**config.mk**
```make
export PLATFORM = sky130hd
export DESIGN_NAME = muldiv_unit
export DESIGN_NICKNAME = d
export VERILOG_FILES = /design/src/rtl/muldiv_unit.sv
export SDC_FILE = /design/constraint.sdc
export NUM_CORES = 1
export LEC_CHECK = 0
export BUFFER_PORTS_ARGS = -buffer_cell sky130_fd_sc_hd__buf_2
export CAP_MARGIN = 15
export CELL_PAD_IN_SITES_DETAIL_PLACEMENT = 0
export CELL_PAD_IN_SITES_GLOBAL_PLACEMENT = 1
export CORE_ASPECT_RATIO = 0.9
export CORE_MARGIN = 2
export CORE_UTILIZATION = 40
export DETAILED_ROUTE_END_ITERATION = 16
export GPL_TIMING_DRIVEN = 0
export PLACE_DENSITY_LB_ADDON = 0.1
export SLEW_MARGIN = 40
export SYNTH_ARGS = -nofsm -noshare
export SYNTH_HDL_FRONTEND = slang
export SYNTH_SLANG_ARGS = --single-unit
```
**constraint.sdc**
```tcl
create_clock -name clk_i -period 6.64 [get_ports clk_i]
set_clock_uncertainty 0.1 [all_clocks]
set_input_delay 0.332 -clock clk_i [delete_from_list [all_inputs] [get_ports clk_i]]
set_output_delay 0.332 -clock clk_i [all_outputs]
set_load 0.01 [all_outputs]
```
**src/rtl/muldiv_unit.sv**
```systemverilog
// Iterative radix-2 RV32M multiply/divide unit sitting beside the ALU in execute.
// One operation in flight; divide-by-zero and signed overflow resolve at accept without iterating.
module muldiv_unit #(
  parameter int DATA_WIDTH = 32,
  parameter int CNT_WIDTH  = 6
) (
  input  logic                  clk_i,
  input  logic                  rst_i,
  input  logic                  start_i,
  input  logic [2:0]            op_i,
  input  logic [DATA_WIDTH-1:0] srcA_i,
  input  logic [DATA_WIDTH-1:0] srcB_i,
  input  logic                  flush_i,
  output logic                  busy_o,
  output logic                  done_o,
  output logic [DATA_WIDTH-1:0] result_o
);
  localparam int W = DATA_WIDTH;

  typedef enum logic [1:0] {S_IDLE, S_CALC, S_DONE} state_t;

  state_t               state, state_next;
  logic [2:0]           op_q;
  logic [W-1:0]         operand;   // multiplicand magnitude or divisor magnitude
  logic [2*W-1:0]       acc;       // mul: {hi, multiplier}; div: {rem, quot}
  logic                 neg_main;  // negate product or quotient
  logic                 neg_rem;
  logic [CNT_WIDTH-1:0] cnt;

  logic         accept, is_div, signed_a, signed_b, sa, sb;
  logic [W-1:0] abs_a, abs_b, special_result;
  logic         div_zero, div_ovf, special, last_iter;

  always_comb begin
    accept   = start_i && (state != S_CALC) && !flush_i;
    is_div   = op_i[2];
    signed_a = (op_i == 3'b001) || (op_i == 3'b010) || (op_i == 3'b100) || (op_i == 3'b110);
    signed_b = (op_i == 3'b001) || (op_i == 3'b100) || (op_i == 3'b110);
    sa       = signed_a && srcA_i[W-1];
    sb       = signed_b && srcB_i[W-1];
    abs_a    = sa ? -srcA_i : srcA_i;
    abs_b    = sb ? -srcB_i : srcB_i;
    div_zero = is_div && (srcB_i == '0);
    div_ovf  = is_div && !op_i[0] && (srcA_i == {1'b1, {(W-1){1'b0}}}) && (srcB_i == '1);
    special  = div_zero || div_ovf;
    // Overflow quotient equals the dividend (0x80000000), remainder is 0.
    if (div_zero) special_result = op_i[1] ? srcA_i : '1;
    else          special_result = op_i[1] ? '0 : srcA_i;
  end

  // One radix-2 iteration of either algorithm, plus the final sign fix-up.
  logic [W:0]     mul_sum, partial;
  logic           ge;
  logic [W-1:0]   diff, quot, rem;
  logic [2*W-1:0] acc_step, prod;
  logic [W-1:0]   final_result;

  always_comb begin
    mul_sum = {1'b0, acc[2*W-1:W]} + (acc[0] ? {1'b0, operand} : '0);
    partial = acc[2*W-1:W-1];
    ge      = partial >= {1'b0, operand};
    diff    = partial[W-1:0] - operand;
    if (op_q[2]) acc_step = ge ? {diff, acc[W-2:0], 1'b1} : {acc[2*W-2:0], 1'b0};
    else         acc_step = {mul_sum, acc[W-1:1]};
    prod = neg_main ? -acc_step : acc_step;
    quot = neg_main ? -acc_step[W-1:0] : acc_step[W-1:0];
    rem  = neg_rem  ? -acc_step[2*W-1:W] : acc_step[2*W-1:W];
    unique case (op_q)
      3'b000:                 final_result = prod[W-1:0];
      3'b001, 3'b010, 3'b011: final_result = prod[2*W-1:W];
      3'b100, 3'b101:         final_result = quot;
      default:                final_result = rem;
    endcase
    last_iter = (cnt == CNT_WIDTH'(W-1));
  end

  // NOTE: every signal written in an always_comb gets a default first, so no latch is inferred.
  always_comb begin
    state_next = state;
    if (flush_i) begin
      state_next = S_IDLE;
    end else begin
      unique case (state)
        S_IDLE:  if (start_i) state_next = special ? S_DONE : S_CALC;
        S_CALC:  if (last_iter) state_next = S_DONE;
        S_DONE:  state_next = start_i ? (special ? S_DONE : S_CALC) : S_IDLE;
        default: state_next = S_IDLE;
      endcase
    end
  end

  // NOTE: sequential state uses non-blocking assignments so all registers update from pre-edge values.
  always_ff @(posedge clk_i or posedge rst_i) begin
    if (rst_i) state <= S_IDLE;
    else       state <= state_next;
  end

  always_ff @(posedge clk_i or posedge rst_i) begin
    if (rst_i) begin
      op_q     <= '0;
      operand  <= '0;
      acc      <= '0;
      neg_main <= 1'b0;
      neg_rem  <= 1'b0;
      cnt      <= '0;
      result_o <= '0;
    end else if (accept) begin
      op_q     <= op_i;
      operand  <= is_div ? abs_b : abs_a;
      acc      <= {{W{1'b0}}, (is_div ? abs_a : abs_b)};
      neg_main <= sa ^ sb;
      neg_rem  <= sa;
      cnt      <= '0;
      if (special) result_o <= special_result;
    end else if (state == S_CALC && !flush_i) begin
      acc <= acc_step;
      cnt <= cnt + 1'b1;
      if (last_iter) result_o <= final_result;
    end
  end

  assign busy_o = (state == S_CALC);
  assign done_o = (state == S_DONE);

endmodule

```
* Yosys cells after proc, flatten, opt, wreduce, memory -nomap -nowiden *
Cells that the tools add are included.

cells by class
  add/subtract/negate cells = 8
  order comparisons = 1
  equal/unequal tests = 18
  muxes and demuxes = 28
  bitwise gates (word level) = 1
  reductions and logical operators = 26

operators with widths
  kind                    count
  $mux W32                14
  $mux W64                5
  $neg A32 Y32            4
  $pmux W32 S3            1
  $eq A32 B32 Y1 const B  2
  $neg A64 Y64            1
  $add A32 B32 Y33        1
  $ge A33 B32 Y1          1
  $logic_not A32 Y1       1
  $sub A32 B32 Y32        1
  $eq A3 B3 Y1 const B    4
  $mux W6                 2
  $mux W2                 5
  $eq A3 B2 Y1 const B    3
  $logic_and A1 B1 Y1     9
  $add A6 B1 Y6 const B   1
  $eq A3 B1 Y1 const B    2
  $eq A6 B5 Y1 const B    1
  $logic_or A1 B1 Y1      6
  $pmux W2 S3             1
  $ne A2 B1 Y1 const B    2
  $reduce_bool A2 Y1      2
  $logic_not A3 Y1        1
  $ne A3 B2 Y1 const B    1
  10 further kinds        11

word-level totals
  register bits = 141
  bits of input ports = 71
  output and inout port bits = 34
  logic and storage cells = 90

* Depth between registers and ports, before layout *
  word-level depth = 9
  mapped depth = 22
  gate-level depth less buffers = 20

* Least setup slack after synthesis *
No wires, ideal clock.

  path kind = register to register
  start point = register acc[44]
  end point = register result_o[28]
  setup time = 0.128 ns
  arrival = 4.563 ns
  required time = 6.412 ns
  setup slack = 1.849 ns
  stages on the path, launching flop included = 20
  buffers on the path = 2
  period minus slack after synthesis = 4.791 ns
  cells stage by stage = dfrtp_1 -> ha_1 -> buf_2 -> o21ai_0 -> a21oi_1 -> a2bb2oi_1 -> nand4_1 -> a21oi_2 -> nor2_1 -> a21oi_1 -> ha_1 -> o21a_1 -> nand4_1 -> or3_1 -> or2_2 -> clkbuf_1 -> o41a_1 -> xor2_1 -> a21oi_1 -> o21ai_0

between the ends
  longest elaborated chain between the ends = 9
  elaborated cells between the ends (all ways) = 15
  classes of those cells = add/sub: 5; order compare: 1; mux: 9

RTL lines
  what                                                       line    text
  from (decl)                                                25      logic [2*W-1:0] acc;
  from (signal assigned)                                     110     acc <= {{W{1'b0}}, (is_div ? abs_a : abs_b)};
  from (signal assigned)                                     116     acc <= acc_step;
  $sub A32 B32 Y32 / $ge A33 B32 Y1 (equally long branches)  62, 61
  $mux W64                                                   63      if (op_q[2]) acc_step = ge ? {diff, acc[W-2:0], 1'b1} : {acc[2*W-2:0], 1'b0};
  $mux W64 (*)                                               63
  $neg A64 Y64, or another cell as far along                 65      prod = neg_main ? -acc_step : acc_step;
  $mux W64, or another cell as far along                     65
  $pmux W32 S3 (*)                                           68      unique case (op_q)
  $mux W32 (*)                                               118     if (last_iter) result_o <= final_result;
  $mux W32 (*)                                               115     end else if (state == S_CALC && !flush_i) begin
  $mux W32 (*)                                               107     end else if (accept) begin
  to (signal assigned)                                       114     if (special) result_o <= special_result;
  to (signal assigned)                                       118
  to (decl)                                                  16      output logic [DATA_WIDTH-1:0] result_o

Every way passes the cells marked *; elsewhere a longest branch is shown, timed or not. The select of a mux whose other input is x is not followed.
A chain may end at the register's enable or synchronous reset.

* Worst setup path after layout *
  start point = register acc[49]
  end point = register result_o[14]

between the ends
  longest elaborated chain between the ends = 9
  elaborated cells between the ends (all ways) = 13
  classes of those cells = add/sub: 3; order compare: 1; mux: 9

RTL lines
  what                                        line  text
  $ge A33 B32 Y1 (*)                          61    ge = partial >= {1'b0, operand};
  $mux W64 (*) (2 in a row)                   63
  $neg A64 Y64, or another cell as far along  65
  $mux W64, or another cell as far along      65
  $pmux W32 S3 (*)                            68
  $mux W32 (*)                                118
  $mux W32 (*)                                115
  $mux W32 (*)                                107

Marks and branches as above.

==> tab_implementation.tex <==
\begin{tabular}{lr}
\hline
Metric & Value \\
\hline
\multicolumn{2}{l}{\textbf{Run status}} \\
Run status & finished, final reports clean \\
\multicolumn{2}{l}{\textbf{CTS}} \\
Inserted Clock Buffers & 17 \\
Clock Tree Buf Depth & 2 \\
Clock root buffer & clkbuf\_16 \\
Clock sinks & 141 \\
Source-to-sink clock delay at the later pin of the worst-skew pair & 0.47 ns \\
Clock tree from TritonCTS & built \\
Clock transition at the registers of the reported paths & 0.07 ns \\
CTS H-tree lvls & 4 \\
\multicolumn{2}{l}{\textbf{Synthesis}} \\
Total nets after synthesis & 2393 \\
Cell Area, Synth & 0.0161 mm2 \\
Post-synth top area share & 21.9\% \\
Cell with the most instances after synthesis & nand2\_1 \\
Leading area contributor after synthesis & dfrtp\_1 \\
Mean area per synthesized cell & 7.16 um2 \\
Count of unique library cells instantiated by Yosys & 96 \\
Ys flop type & dfrtp\_1 \\
Most common library cells after synthesis & nand2\_1, o21ai\_0, nor2\_1, a21oi\_1, dfrtp\_1 \\
Count of flip-flops with a built-in enable after synthesis & 0 \\
Most area-consuming cells after synthesis & dfrtp\_1, o21ai\_0, nand2\_1 \\
Total of flip-flops plus latches after synthesis & 141 \\
Syn Inst Count & 2250 \\
Seq/Total Area, Yosys & 21.9\% \\
Yosys warnings & 0 \\
Proportion of register bits with asynchronous set or reset after synthesis & 100\% \\
\multicolumn{2}{l}{\textbf{Timing}} \\
Total Neg Setup Slack & 0 ns \\
Final Critical Period & 6.50 ns \\
Share of the cycle needed by the critical path after routing & 97.9\% \\
Number of hold violations in the final report & 0 \\
Final worst slack & 0.141 ns \\
Setup violation total in the final timing report & 0 \\
Setup repair after global routing missed its margin & no \\
WHS & 0.0335 ns \\
Worst Tran Pin Value & 0.948 ns \\
Final Max Tran Viols & 0 \\
Highest clock rate & 154 MHz \\
Rel. slew slack & 36.8\% \\
\multicolumn{2}{l}{\textbf{Layout}} \\
Number of nets in the finished design & 2523 \\
Share of final-layout standard cells stronger than drive strength 1 & 9.70\% \\
N\_diodes & 0 \\
Synthesis-to-finish area growth & 12.4\% \\
Post-route cell area & 0.0181 mm2 \\
Fill cell total of the finished layout & 4134 \\
\multicolumn{2}{l}{\textbf{GRT}} \\
Largest net degree at the start of global routing & 72 \\
Via count of the first global-routing pass & 17.2k \\
Total routing resource utilization after global routing & 38.9\% \\
First-pass GRT wire length & 119000 um \\
Global-route congestion overflow total & 0 \\
Initial antenna violation count & 2 \\
\multicolumn{2}{l}{\textbf{Worst setup path}} \\
Critical register-to-register path startpoint & acc[49] \\
Critical path arrival & 6.76 ns \\
Crit Path Category & register to register \\
Destination of the worst register-to-register timing path & result\_o[14] \\
Required time of the worst setup path & 6.90 ns \\
Largest driver fanout on the critical path & 9 \\
Worst reg2reg path depth & 19 \\
Worst reg2reg setup slack & 0.14 ns \\
CP Capture Type & register \\
Worst Setup SP & acc[49] \\
CP startpoint kind & register \\
\multicolumn{2}{l}{\textbf{Place}} \\
Global placer's final weighted congestion & 1.03 \\
IO buf count & 101 \\
DP Area & 0.0174 mm2 \\
Final HPWL from detailed placement & 68100 um \\
Worst Setup Slack post-DPL & -0.139 ns \\
\multicolumn{2}{l}{\textbf{Routing}} \\
Average wire per standard cell & 28.6 um \\
Total via count in the routed design & 19.0k \\
Routed Antenna Nets & 0 \\
Remaining DRCs & 0 \\
First-iteration detailed-routing DRC count & 2664 \\
Count of TritonRoute iterations in the first routing pass & 7 \\
Total routed wirelength & 83500 um \\
Per-cell via count in the routed design & 6.51 \\
\multicolumn{2}{l}{\textbf{Floorplanning}} \\
\# rows & 69 \\
Die span in x & 215 um \\
Starting Density & 40.6\% \\
Die outline area & 0.0419 mm2 \\
I/O pins & 105 \\
Area of the core region & 0.0396 mm2 \\
Vert. Die Dim & 194 um \\
\multicolumn{2}{l}{\textbf{Worst hold path}} \\
Start point of the worst hold path & op\_i[0] \\
Terminating pin of the worst hold path & op\_q[0] \\
Worst hold path cell count & 3 \\
HP Class & input port to register \\
\multicolumn{2}{l}{\textbf{Pwr}} \\
Switching share of power & 57.7\% \\
Portion of total power attributed to the clock network & 13.0\% \\
Power density over the cells & 443 mW/mm2 \\
Flop pwr share & 17.4\% \\
Cell-internal power & 3.39 mW \\
Reported net switching power & 4.62 mW \\
Relative contribution of combinational cells to total power & 69.6\% \\
Maximum ir drop on the vdd rail & 0.240 mV \\
Total power & 8.01 mW \\
Standby leakage power & 7.39 nW \\
\multicolumn{2}{l}{\textbf{Flow run}} \\
Max-capacitance violation count & 0 \\
\hline
\end{tabular}
-- stage by stage --
stage,std cells,util [%]
CTS,2920,45.5
detailed placement,2887,43.9
global placement,2883,43.6
floorplan,2250,-
finish,2924,45.7
global route,2924,45.7
-- power by group through the flow --
stage | registers, mW | logic (mW) | clock network, mW
after floorplan | 1.22 | 3.42 | 0
after global placement | 1.38 | 5.18 | 0
after detailed placement | 1.38 | 5.24 | 0
after CTS | 1.37 | 5.27 | 1.04
after global routing | 1.40 | 5.88 | 1.07
final | 1.40 | 5.58 | 1.04
-- worst max-delay path by stage --
stage | cells after the start | end
6_report | 19 | result_o[14]
3_3_place_gp | 19 | result_o[14]
5_1_grt | 18 | result_o[30]
3_5_place_dp | 19 | result_o[2]
4_1_cts | 19 | result_o[30]
2_1_floorplan | 19 | result_o[28]
-- area by class of cell --
class	count	area (um2)	area share, %
Inverter	67	259	1.43
Tap cell	532	666	3.68
Timing Repair Buffer	111	621	3.43
Buffer	144	592	3.27
Clock inverter	10	140	0.774
Multi-Input combinational cell	1898	11800	65.4
Sequential cell	141	3530	19.5
Clock buffer	21	450	2.49
-- registers in the layout (all words and copies together), names as in the netlist --
| register | count |
|---|---|
| acc | 64 |
| operand | 32 |
| result_o | 32 |
| cnt | 6 |
| op_q | 3 |
| state | 2 |
| neg_main | 1 |
| neg_rem | 1 |
-- layout by cell type (no fill, tap or decap), drive strengths merged, types with 8 or more instances in the layout --
cell type  netlist  routed
o31ai           31      31
mux2            12      12
a21oi          210     210
and3            16      16
nand2          288     288
xnor2           85      85
nand4           40      40
nor4            14      14
nand3           57      57
nand2b          12      12
o41ai           11      11
mux2i           43      43
o22ai           12      12
and2            42      42
a211oi          46      46
o21a            15      15
o221ai          11      11
dfrtp          141     141
or3             21      21
clkbuf         117     139
or4              8       8
inv             67      68
nor2           211     211
a221oi          10      10
xor2            80      80
a21o            20      20
nor3b           10      10
or2             18      18
ha              70      70
buf             27     135
a22o            16      16
o211ai          45      45
a31oi           21      21
o21bai          11      11
o21ai          255     255
nor3            58      58
-- layer usage --
metal / vias to the layer above / GRT usage [%] / routed length, um
met2: 1153 / 53.0 / 32600
met5: - / 1.72 / 124
li1: 8467 / - / -
met1: 9284 / 57.9 / 37500
met4: 6 / 11.2 / 2430
met3: 123 / 11.9 / 10800
-- kinds of logic after synthesis --
kind of cell    after synthesis  synth area share (%)
fa+ha+maj                    72                  5.69
simple gates                824                  24.3
compound gates              782                  30.4
mux                          55                  3.59
buf+inv                     211                  5.20
xor+xnor                    165                  8.98
flops                       141                  21.9
-- what timing repair did --
item	4_1_cts	5_1_grt
endpoints found under the setup margin	6	13
resized for setup	2	4
hold buffers	2	0
buffers inserted	0	3
pin swaps	0	1
endpoints found under the hold margin	71	0
-- worst max-delay path: stages (launching register included) --
cell and delay (ns):
dfrtp_1 0.49, ha_1 0.33, clkbuf_1 0.39, nand4_1 0.19
or4_1 0.51, or3_4 0.42, a21oi_2 0.44, a21oi_4 0.17
nor2_2 0.52, a21oi_1 0.17, ha_1 0.29, o21a_1 0.15
nand4_1 0.20, or3_1 0.26, or2_2 0.15, clkbuf_1 0.41
nor2_1 0.16, a2111oi_2 0.58, o221ai_1 0.26, o211a_1 0.17
(Power assumes the default switching activity.)
